File: src/rtl/accounter_pkg.sv
// Shared types and helpers for the multi-port write accounter.
package accounter_pkg;

  typedef enum logic [1:0] {
    COLL_LOW  = 2'd0,
    COLL_HIGH = 2'd1,
    COLL_RR   = 2'd2
  } coll_policy_t;

  typedef enum logic {
    CLR_IDLE  = 1'b0,
    CLR_SWEEP = 1'b1
  } clr_state_t;

  function automatic int idx_width(input int n);
    return (n == 1) ? 1 : $clog2(n);
  endfunction

endpackage

File: src/rtl/collision_arbiter.sv
// Per-row combinational arbiter: picks the winning write agent among all
// agents targeting this row, according to the selected collision policy.
module collision_arbiter
  import accounter_pkg::*;
#(
  parameter int N  = 2,
  parameter int IW = 1
) (
  input  logic [N-1:0]  match,
  input  logic [IW-1:0] rr_ptr,
  input  coll_policy_t  policy,
  output logic          any,
  output logic          multi,
  output logic [IW-1:0] winner
);

  int   idx;
  logic found;

  assign any   = |match;
  // Clearing the lowest set bit leaves something only when two or more are set.
  assign multi = (match & (match - N'(1))) != '0;

  always_comb begin
    winner = '0;
    idx    = 0;
    found  = 1'b0;
    case (policy)
      COLL_HIGH: begin
        for (int i = 0; i < N; i++)
          if (match[i]) winner = IW'(i);
      end
      COLL_RR: begin
        for (int k = 0; k < N; k++) begin
          idx = (int'(rr_ptr) + k) % N;
          if (!found && match[idx]) begin
            winner = IW'(idx);
            found  = 1'b1;
          end
        end
      end
      default: begin
        for (int i = N - 1; i >= 0; i--)
          if (match[i]) winner = IW'(i);
      end
    endcase
  end

endmodule

File: src/rtl/accounter_mp.sv
// Multi-port write accounter: tracks last writer / collision / written state
// per row and serves registered bank selects to NB_RDAGENT read ports.
module accounter_mp
  import accounter_pkg::*;
#(
  parameter int ADDR_WIDTH      = 3,
  parameter int RAM_DEPTH       = 2**ADDR_WIDTH,
  parameter int NB_WRAGENT      = 2,
  parameter int NB_RDAGENT      = 2,
  parameter int WRITE_COLLISION = 1,
  parameter int COLL_POLICY     = 0,
  parameter int CNT_WIDTH       = 16,
  parameter int IDX_WIDTH       = idx_width(NB_WRAGENT),
  parameter int SELECT_WIDTH    = IDX_WIDTH + WRITE_COLLISION
) (
  input  logic                               aclk,
  input  logic                               aresetn,
  input  logic [NB_WRAGENT-1:0]              wren,
  input  logic [NB_WRAGENT*ADDR_WIDTH-1:0]   wraddr,
  input  logic [NB_RDAGENT-1:0]              rden,
  input  logic [NB_RDAGENT*ADDR_WIDTH-1:0]   rdaddr,
  output logic [NB_RDAGENT-1:0]              rdvalid,
  output logic [NB_RDAGENT*SELECT_WIDTH-1:0] bank_select,
  output logic [NB_RDAGENT-1:0]              rdwritten,
  input  logic                               clr_req,
  output logic                               clr_busy,
  output logic                               coll_pulse,
  output logic [CNT_WIDTH-1:0]               coll_count
);

  localparam coll_policy_t POLICY = (COLL_POLICY == 2) ? COLL_RR :
                                    (COLL_POLICY == 1) ? COLL_HIGH : COLL_LOW;

  logic [RAM_DEPTH-1:0][NB_WRAGENT-1:0] match;
  logic [RAM_DEPTH-1:0]                 row_any, row_multi;
  logic [RAM_DEPTH-1:0][IDX_WIDTH-1:0]  row_win;

  logic [RAM_DEPTH-1:0][IDX_WIDTH-1:0]  cidx_q, cidx_d;
  logic [RAM_DEPTH-1:0]                 cflag_q, cflag_d, cwr_q, cwr_d;

  clr_state_t                           clr_state_q, clr_state_d;
  logic [ADDR_WIDTH-1:0]                sweep_q, sweep_d;
  logic [IDX_WIDTH-1:0]                 rr_q, rr_d;
  logic                                 coll_pulse_q, coll_pulse_d;
  logic [CNT_WIDTH-1:0]                 coll_count_q, coll_count_d;

  logic [NB_RDAGENT-1:0]                rdvalid_q, rdvalid_d, rdwritten_q, rdwritten_d;
  logic [NB_RDAGENT-1:0][SELECT_WIDTH-1:0] sel_q, sel_d;
  logic [ADDR_WIDTH-1:0]                ra;

  logic busy, coll_cycle;

  for (genvar r = 0; r < RAM_DEPTH; r++) begin : g_row
    for (genvar i = 0; i < NB_WRAGENT; i++) begin : g_match
      assign match[r][i] = wren[i] && (wraddr[i*ADDR_WIDTH +: ADDR_WIDTH] == ADDR_WIDTH'(r));
    end
    collision_arbiter #(.N(NB_WRAGENT), .IW(IDX_WIDTH)) u_arb (
      .match  (match[r]),
      .rr_ptr (rr_q),
      .policy (POLICY),
      .any    (row_any[r]),
      .multi  (row_multi[r]),
      .winner (row_win[r])
    );
  end

  assign busy       = (clr_state_q == CLR_SWEEP);
  // Writes during a sweep are dropped entirely, collisions included.
  assign coll_cycle = !busy && (|row_multi);

  always_comb begin
    cidx_d  = cidx_q;
    cflag_d = cflag_q;
    cwr_d   = cwr_q;
    if (busy) begin
      cidx_d[sweep_q]  = '0;
      cflag_d[sweep_q] = 1'b0;
      cwr_d[sweep_q]   = 1'b0;
    end else begin
      for (int r = 0; r < RAM_DEPTH; r++) begin
        if (row_any[r]) begin
          cidx_d[r]  = row_win[r];
          cflag_d[r] = row_multi[r];
          cwr_d[r]   = 1'b1;
        end
      end
    end
  end

  always_comb begin
    clr_state_d = clr_state_q;
    sweep_d     = sweep_q;
    if (busy) begin
      sweep_d = sweep_q + ADDR_WIDTH'(1);
      if (int'(sweep_q) == RAM_DEPTH - 1) clr_state_d = CLR_IDLE;
    end else if (clr_req) begin
      clr_state_d = CLR_SWEEP;
      sweep_d     = '0;
    end
  end

  always_comb begin
    coll_pulse_d = coll_cycle;
    coll_count_d = coll_count_q;
    rr_d         = rr_q;
    if (coll_cycle && !(&coll_count_q)) coll_count_d = coll_count_q + CNT_WIDTH'(1);
    if (coll_cycle && POLICY == COLL_RR)
      rr_d = (rr_q == IDX_WIDTH'(NB_WRAGENT - 1)) ? '0 : rr_q + IDX_WIDTH'(1);
  end

  // Reads see pre-write cell state; unrequested ports hold their last response.
  always_comb begin
    rdvalid_d   = rden;
    rdwritten_d = rdwritten_q;
    sel_d       = sel_q;
    ra          = '0;
    for (int p = 0; p < NB_RDAGENT; p++) begin
      if (rden[p]) begin
        ra = rdaddr[p*ADDR_WIDTH +: ADDR_WIDTH];
        if (int'(ra) < RAM_DEPTH) begin
          sel_d[p]       = SELECT_WIDTH'({cflag_q[ra], cidx_q[ra]});
          rdwritten_d[p] = cwr_q[ra];
        end else begin
          sel_d[p]       = '0;
          rdwritten_d[p] = 1'b0;
        end
      end
    end
  end

  always_ff @(posedge aclk or negedge aresetn) begin
    if (!aresetn) begin
      cidx_q       <= '0;
      cflag_q      <= '0;
      cwr_q        <= '0;
      clr_state_q  <= CLR_IDLE;
      sweep_q      <= '0;
      rr_q         <= '0;
      coll_pulse_q <= 1'b0;
      coll_count_q <= '0;
      rdvalid_q    <= '0;
      rdwritten_q  <= '0;
      sel_q        <= '0;
    end else begin
      cidx_q       <= cidx_d;
      cflag_q      <= cflag_d;
      cwr_q        <= cwr_d;
      clr_state_q  <= clr_state_d;
      sweep_q      <= sweep_d;
      rr_q         <= rr_d;
      coll_pulse_q <= coll_pulse_d;
      coll_count_q <= coll_count_d;
      rdvalid_q    <= rdvalid_d;
      rdwritten_q  <= rdwritten_d;
      sel_q        <= sel_d;
    end
  end

  assign rdvalid     = rdvalid_q;
  assign rdwritten   = rdwritten_q;
  assign bank_select = sel_q;
  assign clr_busy    = busy;
  assign coll_pulse  = coll_pulse_q;
  assign coll_count  = coll_count_q;

endmodule

File: config.mk
export PLATFORM = sky130hd
export DESIGN_NAME = accounter_mp
export DESIGN_NICKNAME = d
export VERILOG_FILES = /design/src/rtl/accounter_pkg.sv /design/src/rtl/collision_arbiter.sv /design/src/rtl/accounter_mp.sv
export SDC_FILE = /design/constraint.sdc
export NUM_CORES = 1
export LEC_CHECK = 0
export BUFFER_PORTS_ARGS = -buffer_cell sky130_fd_sc_hd__buf_4
export CORE_ASPECT_RATIO = 1.75
export CORE_MARGIN = 1
export CORE_UTILIZATION = 45
export DETAILED_ROUTE_END_ITERATION = 10
export PLACE_DENSITY = 0.65
export SYNTH_ARGS = -nofsm -noshare
export SYNTH_HDL_FRONTEND = slang
export SYNTH_SLANG_ARGS = --single-unit
File: constraint.sdc
create_clock -name aclk -period 2.23 [get_ports aclk]
set_clock_uncertainty 0.1 [all_clocks]
set_input_delay 0.1115 -clock aclk [delete_from_list [all_inputs] [get_ports aclk]]
set_output_delay 0.1115 -clock aclk [all_outputs]
set_load 0.005 [all_outputs]
# After elaboration in Yosys (flattened, before gate mapping)
# Index checks and enable logic that the tools add are counted.
# word_totals
ff_bits	53
out_inout_bits	26
elab_cells	186
# op_classes
add_sub_neg	10
magnitude_cmp	4
n_eq_ne	15
n_mux	62
bitwise	12
reduce_logical	50
# op_table
operator	count
1-bit 2-to-1 mux	50
2-bit nonzero test	17
8-bit AND	3
3-bit equality test, second input constant	8
8-bit 2-to-1 mux	3
1-bit logical AND	19
1-bit binary-select mux with 3-bit select	6
16-bit by 1-bit adder with 16-bit output, second input constant	1
2-bit AND	8
16-bit AND reduction	1
2-bit OR reduction	8
2-bit by 1-bit subtractor with 2-bit output, second input constant	8
3-bit by 2-bit equality test with 1-bit output, second input constant	4
3-bit by 4-bit < comparator with 1-bit output, second input constant	3
3-bit by 1-bit equality test with 1-bit output, second input constant	3
8-bit NOT	1
8-bit OR reduction	1
3-bit zero test	2
3-bit 2-to-1 mux	2
3-bit by 1-bit adder with 3-bit output, second input constant	1
1-bit demux with 3-bit select	1
3-bit by 1-bit >= comparator with 1-bit output, second input constant	1
1-bit zero test	2

# Longest topological paths before layout
# depth
word_depth	8
depth_mapped	7
ltp_nobuf	6

# Hierarchy
# Synthesis repeated with hierarchy kept, for this count alone.
# hier_totals
hier_cells	341
hier_area_um2	3274.4
# modules_own_cells
module	n_inst	cells_per_inst	area_per_inst_um2	seq_area_each_um2
accounter_mp	1	269	2753.9	1326.3
collision_arbiter	8	9	65.1	0.0

# Least setup slack after synthesis
# OpenSTA, ideal clock, no wires.
# synth_path
kind	register -> register
startpoint	register coll_count_q[6], in the netlist coll_count[6]
endpoint	register coll_count_q[15], in the netlist coll_count[15]
setup_time_ps	128
arrival_ps	1697
setup_slack_ps	305
stages_incl_launch_ff	5
cell_sequence	dfrtp_1 > nand4_1 > or4_1 > nor4_2 > mux2_1
# synth_between
elab_chain_len	3
elab_cells_between_ends	4
classes_between	1 x add/sub; 3 x reduce/logical
# synth_rtl
item	line	rtl
from (decl)	accounter_mp.sv:45	logic [CNT_WIDTH-1:0] coll_count_q, coll_count_d;
from (signal assigned)	accounter_mp.sv:152	coll_count_q <= coll_count_d;
parallel branches: the longest is 3 deep, another holds 16-bit by 1-bit adder with 16-bit output	-	
# Parallel ways; which one is timed is not known.
# A chain may end at the register's enable or synchronous reset.

# Final worst setup path
# layout_path
startpoint	register coll_count_q[0], in the netlist coll_count[0]
endpoint	register coll_count_q[9], in the netlist coll_count[9]
# Same word-level chain as after synthesis.

==> summary.txt <==
Status
  – Status: completed

Clock network
  – Max Buffers Root-to-Sink: 2
  – Root buffer cell: clkbuf_8
  – Worst-path clk slew: 100 ps
  – CTS buffer count: 5
  – Postcts setup bufs: 0
  – Num Clock Sinks: 53
  – Clock Latency Late Sink: 310 ps
  – CTS tree: yes
  – H-Tree Level Count: 2

Synth
  – Cell with the most instances after synthesis: dfrtp_1
  – Post-synth top cells: dfrtp_1, nor2_1, nand2_1
  – Syn_nets: 302
  – Synthesis-stage register bit count: 53
  – Post-synth top area cell: dfrtp_1
  – Ys flop type: dfrtp_1
  – Top cells by area, synth: dfrtp_1, mux4_2, nor2_1
  – YS warnings: 0
  – Number of synthesized flops with an enable pin: 0
  – Post-synthesis cell area: 2980 µm²
  – Post-synth top area share: 44.5%
  – Sequential fraction of the synthesis area: 44.5%
  – Synth cell types: 47
  – Ys async rst share: 100%
  – Average size of a mapped cell: 10.6 µm²
  – Gate Count Post-Synth: 280

Placement
  – Pre-CTS WS: 143 ps
  – DP HPWL: 5320 µm
  – Final RePlAce weighted congestion: 0.829
  – # port buffers: 44
  – Placed cell area: 3360 µm²

STA
  – Final Slew Violations: 0
  – Fin crit period: 2110 ps
  – Final setup TNS: 0 ps
  – Slew HR: 48.7%
  – Tcrit/Tclk final: 94.5%
  – Unrepaired setup endpoints after global routing: false
  – F_max: 474 MHz
  – Final hold violation count: 0
  – Worst-Margin Slew: 768 ps
  – Hold slack: 40.8 ps
  – Post-route setup slack: 122 ps
  – Setup violations, final: 0

Detailed routing
  – Top sig layer: met4
  – Antenna Nets Post-Route: 0
  – WL met2: 3910 µm
  – WL per Instance: 17.0 µm
  – DRC errors left: 0
  – Vias per cell: 5.73
  – Via count: 2332
  – Routed wire length: 6920 µm
  – Met3 WL post-DR: 180 µm
  – DR iter-0 viols: 123
  – M1 wire length: 2520 µm
  – DR pass1 iterations: 4

Critical path
  – CP endpoint kind: register
  – Crit path arrival time: 2260 ps
  – WP data required: 2380 ps
  – Crit Path Class: register to register
  – Max FO, Critical Path: 7
  – CP Launch Type: register

Die
  – Row cnt: 38
  – Die width: 63.5 µm
  – Chip height: 110 µm
  – Core box area: 6280 µm²
  – Die area: 6970 µm²
  – Starting Density: 47.5%
  – IO Count: 45

Layout
  – Reg area: 1330 µm²
  – NumNets Final: 348
  – N_diodes: 0
  – Multi-input gate area: 1550 µm²
  – Layout area overhead: 17.6%
  – Finished Cell Area: 3510 µm²
  – Fraction of layout cells with a size suffix above 1: 26.6%
  – Number of fill cells: 576

Pwr
  – Int Pwr: 1.79 mW
  – Comb power frac: 30.8%
  – Leak: 1.57 nW
  – Psw: 1.03 mW
  – Sequential share of power: 49.6%
  – Sw frac: 36.5%
  – Power Dens Cells: 805 nW/µm²
  – Clock Power Share: 19.6%
  – VDD IR max: 0.000510 V

Hold path
  – HP Class: input port to register

Run
  – Max-cap violation count: 0

Global route
  – Gr usage total: 21.4%
  – Congestion Overflow GR: 0
  – Initial antenna violation count: 0
  – Largest net degree at the start of global routing: 54
  – First-pass GRT wire length: 11300 µm
  – Vias in the first global route: 2339
-- power by group through the flow --
stage | Sequential (mW) | Clock (mW) | Combinational (mW)
global placement | 1.41 | 0 | 0.844
detailed placement | 1.42 | 0 | 0.870
CTS | 1.40 | 0.564 | 0.881
floorplan | 1.32 | 0 | 0.595
global route | 1.44 | 0.604 | 0.963
finish | 1.40 | 0.552 | 0.870
-- critical path: stages, from the launching register on --
cell	delay, ps
dfrtp_1	430
ha_1	220
nand3_1	220
nor4_2	100
buf_4	170
or4_1	510
nor2_1	150
xor2_1	150
-- metrics by stage --
| stage | utilization, % | total power [mW] | instances |
|---|---|---|---|
| after floorplan | - | 1.92 | 280 |
| after global placement | 53.6 | 2.25 | 394 |
| after detailed placement | 53.6 | 2.29 | 394 |
| after CTS | 55.8 | 2.85 | 407 |
| after global routing | 55.9 | 3.00 | 407 |
| final | 55.9 | 2.82 | 407 |
-- layout by cell type, fill, tap and decap left out, types with 2 or more instances in the layout --
master,count
nor3_1,4
nor2b_1,2
inv_1,5
a21oi_1,20
o22ai_2,2
mux2_1,2
nor2_1,32
a21o_1,5
dlygate4sd3_1,5
a22oi_1,2
nand4bb_1,2
nand3_1,12
or3_1,6
ha_1,3
buf_4,50
mux2i_1,7
nor3_2,2
nor4b_1,2
nor4_2,9
xor2_1,12
a31oi_1,2
o21ai_0,9
nand4b_1,5
mux4_2,12
nand2_1,25
clkinv_2,2
a32o_1,2
clkbuf_8,5
xnor2_1,3
or4_1,3
dfrtp_1,53
nand4_1,7
-- per-layer routing --
layer	global-route usage (%)	up-vias
met4	12.5	0
met1	20.6	1145
met2	42.2	54
li1	-	1115
met5	0	-
met3	3.01	18
-- worst paths after layout --
check                               from        endpoint  slack [ps]  depth (start not counted)
max                        coll_count[0]   coll_count[9]         120                          7
min                            rdaddr[5]  bank_select[3]          40                          3
max reg2reg                coll_count[0]   coll_count[9]         120                          7
min reg2reg                     cwr_q[6]        cwr_q[6]         410                          1
max in group asynchronous        aresetn      cflag_q[2]        1320                          2
min in group asynchronous        aresetn  coll_count[10]         260                          2
-- logic make-up (layout without fill, tap and decap cells) --
group	count (synthesis)	in the layout	share of synthesized area, %
xor+xnor	15	15	4.41
buf+inv	21	68	3.99
simple gates	122	122	24.4
fa+ha+maj	3	3	1.26
compound gates	45	45	9.32
mux	21	21	12.2
flops	53	53	44.5
-- sequential cells by signal, summed over array words and instances, names as in the netlist, 2 cells and up --
| register | count |
|---|---|
| rdvalid | 2 |
| cflag_q | 8 |
| bank_select | 4 |
| coll_count | 16 |
| sweep_q | 3 |
| rdwritten | 2 |
| cidx_q | 8 |
| cwr_q | 8 |
-- cell type report --
class | count | area share, %
clock inverter | 3 | 0.500
tap | 80 | 2.86
sequential | 53 | 37.8
clock buffer | 5 | 1.96
timing repair buffer | 55 | 12.1
multi-input combinational | 206 | 44.2
inverter | 5 | 0.535
-- what timing repair did --
item	4_1_cts	5_1_grt
resized for setup	0	1
hold buffers	5	0
endpoints found under the setup margin	0	1
endpoints found under the hold margin	65	0
Note: power is estimated with default switching activity, not from simulation.
